$ cat src/rtl/soc_irq_ctrl.sv
// soc_irq_ctrl: edge-capturing, masked, fixed-priority interrupt controller with claim/EOI sequencing.
// Define IRQ_LEVEL_EN to make PEND follow src_done levels instead of latching rising edges.
module soc_irq_ctrl #(
  parameter int N_SRC = 2
) (
  input  logic             clk,
  input  logic             reset,
  input  logic             sel,
  input  logic             we,
  input  logic [1:0]       addr,
  input  logic [31:0]      wdata,
  output logic [31:0]      rdata,
  input  logic [N_SRC-1:0] src_done,
  output logic             irq
);
  localparam logic [1:0] IDLE = 2'b00, ARMED = 2'b01, SERVICE = 2'b10;
  logic [N_SRC-1:0] pend, mask, src_prev, hit, pend_n;
  logic [1:0] state, state_n;
  logic [2:0] active, id;
  logic valid, wr, wr_mask, wr_claim, wr_eoi, claim_ok, unused;
  assign wr = sel & we;
  assign wr_mask = wr && addr == 2'd1;
  assign wr_claim = wr && addr == 2'd2;
  assign wr_eoi = wr && addr == 2'd3;
  assign hit = pend & mask;
  assign valid = |hit;
  assign claim_ok = state == ARMED && wr_claim && valid;
  always_comb begin
    id = '0;
    for (int i = N_SRC - 1; i >= 0; i--) if (hit[i]) id = 3'(i);
  end
`ifdef IRQ_LEVEL_EN
  assign pend_n = src_done;
  assign unused = &{1'b0, wdata[31:N_SRC], src_prev};
`else
  logic [N_SRC-1:0] w1c, clr;
  assign w1c = (wr && addr == 2'd0) ? wdata[N_SRC-1:0] : '0;
  assign clr = claim_ok ? N_SRC'(1) << id : '0;
  // a rise beats W1C on the same bit, but the claimed bit is always cleared
  assign pend_n = ((pend & ~w1c) | (src_done & ~src_prev)) & ~clr;
  assign unused = &{1'b0, wdata[31:N_SRC]};
`endif
  always_comb
    state_n = state == IDLE  ? (valid ? ARMED : IDLE) :
              state == ARMED ? (claim_ok ? SERVICE : valid ? ARMED : IDLE) :
              state == SERVICE ? (wr_eoi ? IDLE : SERVICE) : IDLE;
  always_ff @(posedge clk) begin
    src_prev <= src_done;
    if (reset) begin
      pend   <= '0;
      mask   <= '0;
      active <= '0;
      state  <= IDLE;
      irq    <= 1'b0;
    end else begin
      pend  <= pend_n;
      state <= state_n;
      irq   <= state == ARMED;
      if (wr_mask) mask <= wdata[N_SRC-1:0];
      if (claim_ok) active <= id;
    end
  end
  always_comb
    rdata = !sel         ? 32'd0 :
            addr == 2'd0 ? 32'(pend) :
            addr == 2'd1 ? 32'(mask) :
            addr == 2'd2 ? {state, 21'd0, valid, 5'd0, id} : {29'd0, active};
endmodule

$ cat config.mk
export PLATFORM = sky130hd
export DESIGN_NAME = soc_irq_ctrl
export DESIGN_NICKNAME = d
export VERILOG_FILES = /design/src/rtl/soc_irq_ctrl.sv
export SDC_FILE = /design/constraint.sdc
export NUM_CORES = 1
export LEC_CHECK = 0
export ABC_AREA = 1
export BUFFER_PORTS_ARGS = -buffer_cell sky130_fd_sc_hd__buf_2
export CAP_MARGIN = 20
export CORE_MARGIN = 4
export CORE_UTILIZATION = 36
export CTS_CLUSTER_SIZE = 8
export DETAILED_ROUTE_END_ITERATION = 10
export PLACE_DENSITY_LB_ADDON = 0.25
export SKIP_CTS_REPAIR_TIMING = 1
export SLEW_MARGIN = 30
export SYNTH_ARGS = -nofsm -noshare
export SYNTH_HDL_FRONTEND = slang
export SYNTH_SLANG_ARGS = --single-unit
$ cat constraint.sdc
create_clock -name clk -period 1.75 [get_ports clk]
set_input_delay 0.2625 -clock clk [delete_from_list [all_inputs] [get_ports clk]]
set_output_delay 0.2625 -clock clk [all_outputs]
set_load 0.02 [all_outputs]
**Word level (Yosys, flattened, before mapping)**

Index checks and enable logic that the tools add are counted.

- Register bits: 12
- Bits of input ports: 40
- Output and inout bits: 33
- Word-level logic and storage cells: 44

- Equal/unequal tests: 5
- Shift-type cells: 1
- Mux-type cells: 14
- Bitwise operators: 9
- Reductions and logical operators: 9

Operator list:

| kind | number |
|---|---|
| 32-bit 2-to-1 mux | 4 |
| 2-bit 2-to-1 mux | 7 |
| 2-bit bitwise AND | 4 |
| 2-bit == test (second input constant) | 3 |
| 1-bit logical AND | 6 |
| 2-bit inverter | 3 |
| 2-bit by 1-bit == test with 1-bit output (second input constant) | 2 |
| 2-bit logical NOT | 2 |
| 1-bit 2-to-1 mux | 3 |
| 1-bit by 3-bit left shift with 2-bit output (first input constant) | 1 |
| 2-bit bitwise OR | 1 |
| 2-bit OR reduction | 1 |
| 1-bit bitwise AND | 1 |

**Logic depth before layout (Yosys ltp)**

Gate-level depths: netlist of run 1.

- Word-level depth: 7
- Mapped depth: 7
- Gate-level depth less buffers: 7

**Worst setup path after synthesis of run 1**

OpenSTA, ideal clock, no wires.

- Kind: register to output
- Start point: register pend[1]
- End point: output rdata[0]
- Data arrival time: 0.925 ns
- Data required time: 1.487 ns
- Setup slack: 0.563 ns
- Cell stages (with the launch flop): 7
- Buffers on the path: 0
- Cell sequence: dfxtp_1 -> nand2_1 -> inv_1 -> nand2_1 -> nor2_1 -> nor2_1 -> nor2_1

- Word-level cells in the longest chain between the ends: 7

RTL lines:

| item | RTL line | RTL |
|---|---|---|
| start, declared | 17 | `logic [N_SRC-1:0] pend, mask, src_prev, hit, pend_n;` |
| start signal, assigned | 56 | `pend <= pend_n;` |
| 2-bit bitwise AND | 25 | `assign hit = pend & mask;` |
| 1-bit 2-to-1 mux (2 in a row) | 30 | `for (int i = N_SRC - 1; i >= 0; i--) if (hit[i]) id = 3'(i);` |
| 32-bit 2-to-1 mux | 67 | `addr == 2'd2 ? {state, 21'd0, valid, 5'd0, id} : {29'd0, active};` |
| 32-bit 2-to-1 mux | 66 | `addr == 2'd1 ? 32'(mask) :` |
| 32-bit 2-to-1 mux | 65 | `addr == 2'd0 ? 32'(pend) :` |
| 32-bit 2-to-1 mux | 64 | `rdata = !sel ? 32'd0 :` |
| end, declared | 12 | `output logic [31:0] rdata,` |

No other way between the ends.

**Final worst setup path of run 1**

- Start point: register mask[1]
- End point: output rdata[0]

- Word-level cells in the longest chain between the ends: 7

RTL lines:

| item | RTL line | RTL |
|---|---|---|
| start, declared | 17 |  |
| start signal, assigned | 59 | `if (wr_mask) mask <= wdata[N_SRC-1:0];` |
| 2-bit bitwise AND | 25 |  |
| 1-bit 2-to-1 mux (2 in a row) | 30 |  |
| 32-bit 2-to-1 mux | 67 |  |
| 32-bit 2-to-1 mux | 66 |  |
| 32-bit 2-to-1 mux | 65 |  |
| 32-bit 2-to-1 mux | 64 |  |

No other way between the ends.

==> impl_metrics.json, run 1 <==
{
  "status": "completed",
  "syn-cell-area_um2": 683,
  "cts.htree.levels": 1,
  "postSynthAreaPerCell_um2": 6.63,
  "drt.antenna.violating_nets": 0,
  "setup_viol_count_final": 0,
  "cts_tree": "yes",
  "clk_pin_slew_worst_paths_ns": 0.06,
  "grt.total_usage_pct": 9.09,
  "power-per-cell-area_nw_per_um2": 683,
  "floorplan.initialDensity_pct": 38.7,
  "clock_insertion_delay_worst_skew_ns": 0.26,
  "rsz0062_at_grt": "no",
  "synthDominantAreaCellType": "buf_4",
  "num_vias": 563,
  "detailedRoute.firstPassIterationCount": 4,
  "highest_count_cells_in_the_layout_ignoring_fill_and_taps": "conb_1 (27), nand2_1 (19), buf_2 (15)",
  "synth-seq-area-share_pct": 29.3,
  "areaGrowthSynthToFinish_pct": 3.48,
  "maxSlewViolCount": 0,
  "count_of_state_elements_after_synthesis": 10,
  "reg2regPathDepth": 5,
  "ctsLongestPathBuffers": 2,
  "wirelength_um": 1150,
  "die_w_um": 51.6,
  "first_pass_grt_wire_length_um": 1790,
  "critical_path.reg2reg.startpoint": "state[0]$_SDFF_PP0_",
  "drt-wirelength-per-cell_um": 7.96,
  "worstHoldEndpoint": "src_prev[1]$_DFF_P_",
  "cts_made_buffers": 3,
  "ir_worst_vdd_v": 0.000345,
  "utilization_pct": 40.1,
  "ff2ff_setup_slack_ns": 0.83,
  "detailedPlacementHpwl_um": 1050,
  "timing.hold.worst_path_depth": 1,
  "ys.warnings.count": 0,
  "type_of_origin_of_the_critical_path": "register",
  "core-area_um2": 1760,
  "dp_slack_ns": 0.457,
  "hold_violations": 0,
  "fin_worst_skew_ns": 0.00526,
  "gpl.final_weighted_congestion": 0.816,
  "cts_root_buf": "clkbuf_4",
  "hold_class": "in -> reg",
  "achievable-frequency_ghz": 0.673,
  "grt_start_max_net_pins": 7,
  "detail_route.iter0.violations": 10,
  "holdCritStartpoint": "src_done[1]",
  "critPathArrivalTime_ns": 1.22,
  "finalWorstSetupSlack_ns": 0.264,
  "die_h_um": 51.6,
  "setup_tns_ns": 0,
  "setup.worst_path.end_class": "primary output",
  "nFillCells": 205,
  "drc": 0,
  "top_level_ports": 73,
  "worst-setup-path-type": "reg -> out",
  "antenna-diode-count": 0,
  "floorplan.die_area_um2": 2660,
  "fraction_of_the_cycle_the_final_worst_path_needs_pct": 84.9,
  "rows": 15,
  "post_route_cells_drive_above_1_share_pct": 16.7,
  "grt_antenna_before_repair": 0,
  "worst_r2r_endpoint": "pend[1]$_SDFF_PP0_",
  "cp_max_fo": 3,
  "number_of_global_route_vias_before_repair": 465,
  "yosys.cell_types.count": 14,
  "route.detailed.vias_per_inst": 3.88,
  "final_common_cell": "conb_1",
  "final_nets": 162,
  "synth_top_cell_area_share_pct": 29.7,
  "post_synth_inst_count": 103,
  "grt_overflow_total": 0,
  "timing.max_cap.violations": 0,
  "hold_slack_ns": 0.119,
  "cts_num_sinks": 10,
  "timing.critical_path.required_ns": 1.49,
  "synth.area.top_cells": "buf_4 (30%), dfxtp_1 (29%), nand2_1 (10%), nor2_1 (7.7%), nand3_1 (6.6%)",
  "input_output_buffers": 15,
  "period_needed_ns": 1.49,
  "power_leakage_uw": 0.000384
}
==> registers in the layout, indices dropped and copies added (netlist names) <==
name and cells:
src_prev 2, state 2, irq 1, active 1, pend 2, mask 2
==> critical path, stage by stage, from the launching register on <==
cell     delay, ns
dfxtp_1       0.35
nand2_1       0.10
inv_1         0.08
nand2_1       0.07
nor2_1        0.09
nor2_1        0.05
nor2_1        0.07
buf_2         0.16
==> synthesized netlist by cell type <==
| library cell | count |
|---|---|
| nor2_1 | 14 |
| nor2_2 | 1 |
| conb_1 | 1 |
| dfxtp_1 | 10 |
| nand2_1 | 19 |
| nand4_1 | 2 |
| a21oi_1 | 5 |
| o21ai_0 | 3 |
| clkinv_1 | 1 |
| nand2_2 | 1 |
| inv_1 | 9 |
| buf_4 | 27 |
| nor3_1 | 1 |
| nand3_1 | 9 |
==> area by class of cell <==
| type | count | area [um^2] | area share, % |
|---|---|---|---|
| multi-input combinational | 82 | 340 | 48.1 |
| sequential | 10 | 200 | 28.3 |
| timing repair buffer | 15 | 75.1 | 10.6 |
| inverter | 10 | 37.5 | 5.31 |
| tap | 25 | 31.3 | 4.42 |
| clock buffer | 3 | 22.5 | 3.19 |
==> metrics by stage <==
stage | total power, uW | instances | area (um^2)
6_report | 483 | 145 | 707
3_5_place_dp | 342 | 142 | 684
2_1_floorplan | 366 | 129 | 781
3_3_place_gp | 341 | 142 | 684
5_1_grt | 514 | 145 | 707
4_1_cts | 489 | 145 | 707
==> worst max-delay path by stage <==
stage               slack [ns]                  from  cells after the start        to
floorplan                 0.56    pend[1]$_SDFF_PP0_                      6  rdata[0]
CTS                       0.24  mask[1]$_SDFFE_PP0P_                      7  rdata[0]
global placement          0.44               addr[1]                      7  rdata[0]
detailed placement        0.46               addr[1]                      7  rdata[0]
global route              0.13  mask[1]$_SDFFE_PP0P_                      7  rdata[0]
finish                    0.26  mask[1]$_SDFFE_PP0P_                      7  rdata[0]
==> routing by layer <==
| layer | global-route usage [%] | vias to the layer above | share of wire, % |
|---|---|---|---|
| li1 | - | 303 | - |
| met1 | 9.84 | 233 | 39 |
| met2 | 14.8 | 25 | 48 |
| met3 | 3.72 | 2 | 11 |
| met4 | 5.24 | 0 | 1.0 |
| met5 | 0 | - | 0 |
==> power by group <==
| part | internal (uW) | switching (uW) | leakage, uW |
|---|---|---|---|
| Combinational | 18.2 | 80.0 | 0.000288 |
| Clock | 78.7 | 66.3 | 0.0000138 |
| Sequential | 235 | 4.18 | 0.0000819 |
==> kinds of logic (layout without fill, tap and decap cells) <==
kind of cell | count (synthesis) | after routing | share of synthesized area [%]
other | 1 | 27 | 0.549
buffers and inverters | 37 | 28 | 35.2
AOI/OAI and AO/OA | 8 | 8 | 5.86
DFF | 10 | 10 | 29.3
and+or+nand+nor | 47 | 47 | 29.1
(Power assumes the default switching activity.)
==> run 2: changes to the inputs <==
Settings changed: CORE_UTILIZATION 36 to 34.
Clock period 1.75 ns to 1.4 ns, I/O delays scaled along.
==> run 2 against run 1 <==
  * The flow now finishes with violations (negative setup slack)
  * Sequential share of layout area down 1.0 points
  * Critical path depth unchanged
  * Via count up 1.6%
  * Setup slack worse by 0.27 ns
  * First-iteration DRC count down 20%
  * Clock skew up 0.00094 ns
  * Global-route usage down 0.51 points
  * Worst hold slack worse by 0.054 ns
  * Power up 42%
  * Non-clock buffer count up 1
==> impl_metrics.json, run 2 (synthesized netlist as in run 1, its figures left out) <==
{
  "status": "finished with violations",
  "failed_checks": "negative setup slack",
  "post-place-cells": 142,
  "cts.htree.levels": 1,
  "worstHoldEndpoint": "src_prev[1]$_DFF_P_",
  "m1WireLength_um": 580,
  "cp_max_fo": 3,
  "drt.antenna.violating_nets": 0,
  "period_needed_ns": 1.41,
  "detail_route.iter0.violations": 8,
  "dp_slack_ns": 0.182,
  "floorplan.die_area_um2": 2790,
  "die_h_um": 52.8,
  "wirelength_um": 1290,
  "first_pass_grt_wire_length_um": 1810,
  "combPwrFrac_pct": 18.4,
  "die_w_um": 52.8,
  "setup.worst_path.end_class": "primary output",
  "grt_antenna_before_repair": 0,
  "grt_overflow_total": 0,
  "ctsLongestPathBuffers": 2,
  "areaGrowthSynthToFinish_pct": 8.79,
  "fraction_of_power_consumed_by_the_clock_network_pct": 37.5,
  "achievable-frequency_ghz": 0.710,
  "number_of_global_route_vias_before_repair": 458,
  "fraction_of_the_cycle_the_final_worst_path_needs_pct": 101,
  "setup_viol_count_final": 1,
  "timing.critical_path.required_ns": 1.19,
  "layoutNonFillerInstCount": 147,
  "clk_pin_slew_worst_paths_ns": 0.07,
  "hold_slack_ns": 0.0646,
  "maxUsedRoutingLayer": "met3",
  "fin_worst_skew_ns": 0.00620,
  "drt-wirelength-per-cell_um": 8.77,
  "switching_power_uw": 207,
  "ir_worst_vdd_v": 0.000613,
  "post_route_cells_drive_above_1_share_pct": 23.8,
  "setup_tns_ns": -0.00922,
  "gpl.final_weighted_congestion": 0.769,
  "critical_path.reg2reg.startpoint": "state[0]$_SDFF_PP0_",
  "cts_made_buffers": 3,
  "critical_path.cell_chain": "nand2_2 -> inv_2 -> nand2_2 -> nor2_2 -> nor2_1 -> nor2_1 -> buf_4",
  "critPathArrivalTime_ns": 1.20,
  "holdCritStartpoint": "src_done[1]",
  "route.met3.wl_um": 124,
  "cpPeakStageDelay_ns": 0.35,
  "grt.total_usage_pct": 8.58,
  "rsz0062_at_grt": "yes",
  "rows": 15,
  "power-per-cell-area_nw_per_um2": 919,
  "critical-path-slowest-cell": "dfxtp_2",
  "hold_class": "in -> reg",
  "input_output_buffers": 15,
  "antenna-diode-count": 0,
  "power_leakage_uw": 0.000396,
  "floorplan.initialDensity_pct": 37.5,
  "drc": 0,
  "detailedRoute.firstPassIterationCount": 4,
  "final_nets": 163,
  "cts_num_sinks": 10,
  "cts_tree": "yes",
  "routed-wl-met2_um": 583,
  "timing.max_cap.violations": 0,
  "finalWorstSetupSlack_ns": -0.00922,
  "highest_count_cells_in_the_layout_ignoring_fill_and_taps": "conb_1 (27), nand2_1 (16), buf_2 (14)",
  "pwr-share-seq_pct": 44.1,
  "hold_violations": 0,
  "timing.hold.worst_path_depth": 1,
  "worst-setup-path-type": "reg -> out",
  "type_of_origin_of_the_critical_path": "register",
  "top_level_ports": 73,
  "detailedPlacementHpwl_um": 1090,
  "final_common_cell": "conb_1",
  "cts_root_buf": "clkbuf_4",
  "ff2ff_setup_slack_ns": 0.43,
  "maxSlewViolCount": 0,
  "sw_frac_of_total_pct": 30.3,
  "worst_r2r_endpoint": "pend[1]$_SDFF_PP0_",
  "core-area_um2": 1820,
  "clock_insertion_delay_worst_skew_ns": 0.26,
  "grt_start_max_net_pins": 7,
  "num_vias": 572,
  "reg2regPathDepth": 5,
  "route.detailed.vias_per_inst": 3.89,
  "totalPowerFinal_uw": 683,
  "p_int_uw": 476
}
## run 2: cell count changes in the layout (fill, tap and decap cells not counted), sizes merged
cell    before  now
buf         15   16
clkbuf       3    4
## run 2: worst max-delay path by stage
| stage | from | endpoint | slack [ns] |
|---|---|---|---|
| floorplan | pend[1]$_SDFF_PP0_ | rdata[0] | 0.27 |
| global placement | addr[1] | rdata[0] | 0.20 |
| detailed placement | addr[1] | rdata[0] | 0.18 |
| CTS | mask[1]$_SDFFE_PP0P_ | rdata[0] | -0.08 |
| global route | mask[1]$_SDFFE_PP0P_ | rdata[0] | -0.1 |
| finish | mask[1]$_SDFFE_PP0P_ | rdata[0] | -0.009 |
## run 2: power by group through the flow
stage	combinational (uW)	clock, uW	sequential [uW]
after floorplan	153	0	305
after global placement	121	0	306
after detailed placement	122	0	306
after CTS	122	264	299
after global routing	141	274	302
final	126	256	301
## run 2: per-stage QoR
step                      cell area, um^2  utilization [%]
after CTS                             721             39.6
after global placement                684             37.6
after floorplan                       781                -
final                                 743             40.8
after global routing                  743             40.8
after detailed placement              684             37.6
## run 2: critical path, delay by kind of cell, from the launching register on
family,cells,cell delay (ns)
and+or+nand+nor,5,0.37
buffers and inverters,2,0.20
DFF,1,0.35
## run 2: area by class of cell
class,instances,area [um^2]
multi-input cells,82,350
inverters,10,37.5
fillers,220,1080
flip-flops and latches,10,203
repair buffers,16,85.1
well taps,25,31.3
clock buffers,4,36.3
## run 2: per-layer routing
layer / global-route usage (%) / up-vias
li1: - / 307
met1: 12.4 / 239
met2: 12.6 / 26
met3: 3.42 / 0
met4: 0 / 0
met5: 0 / -
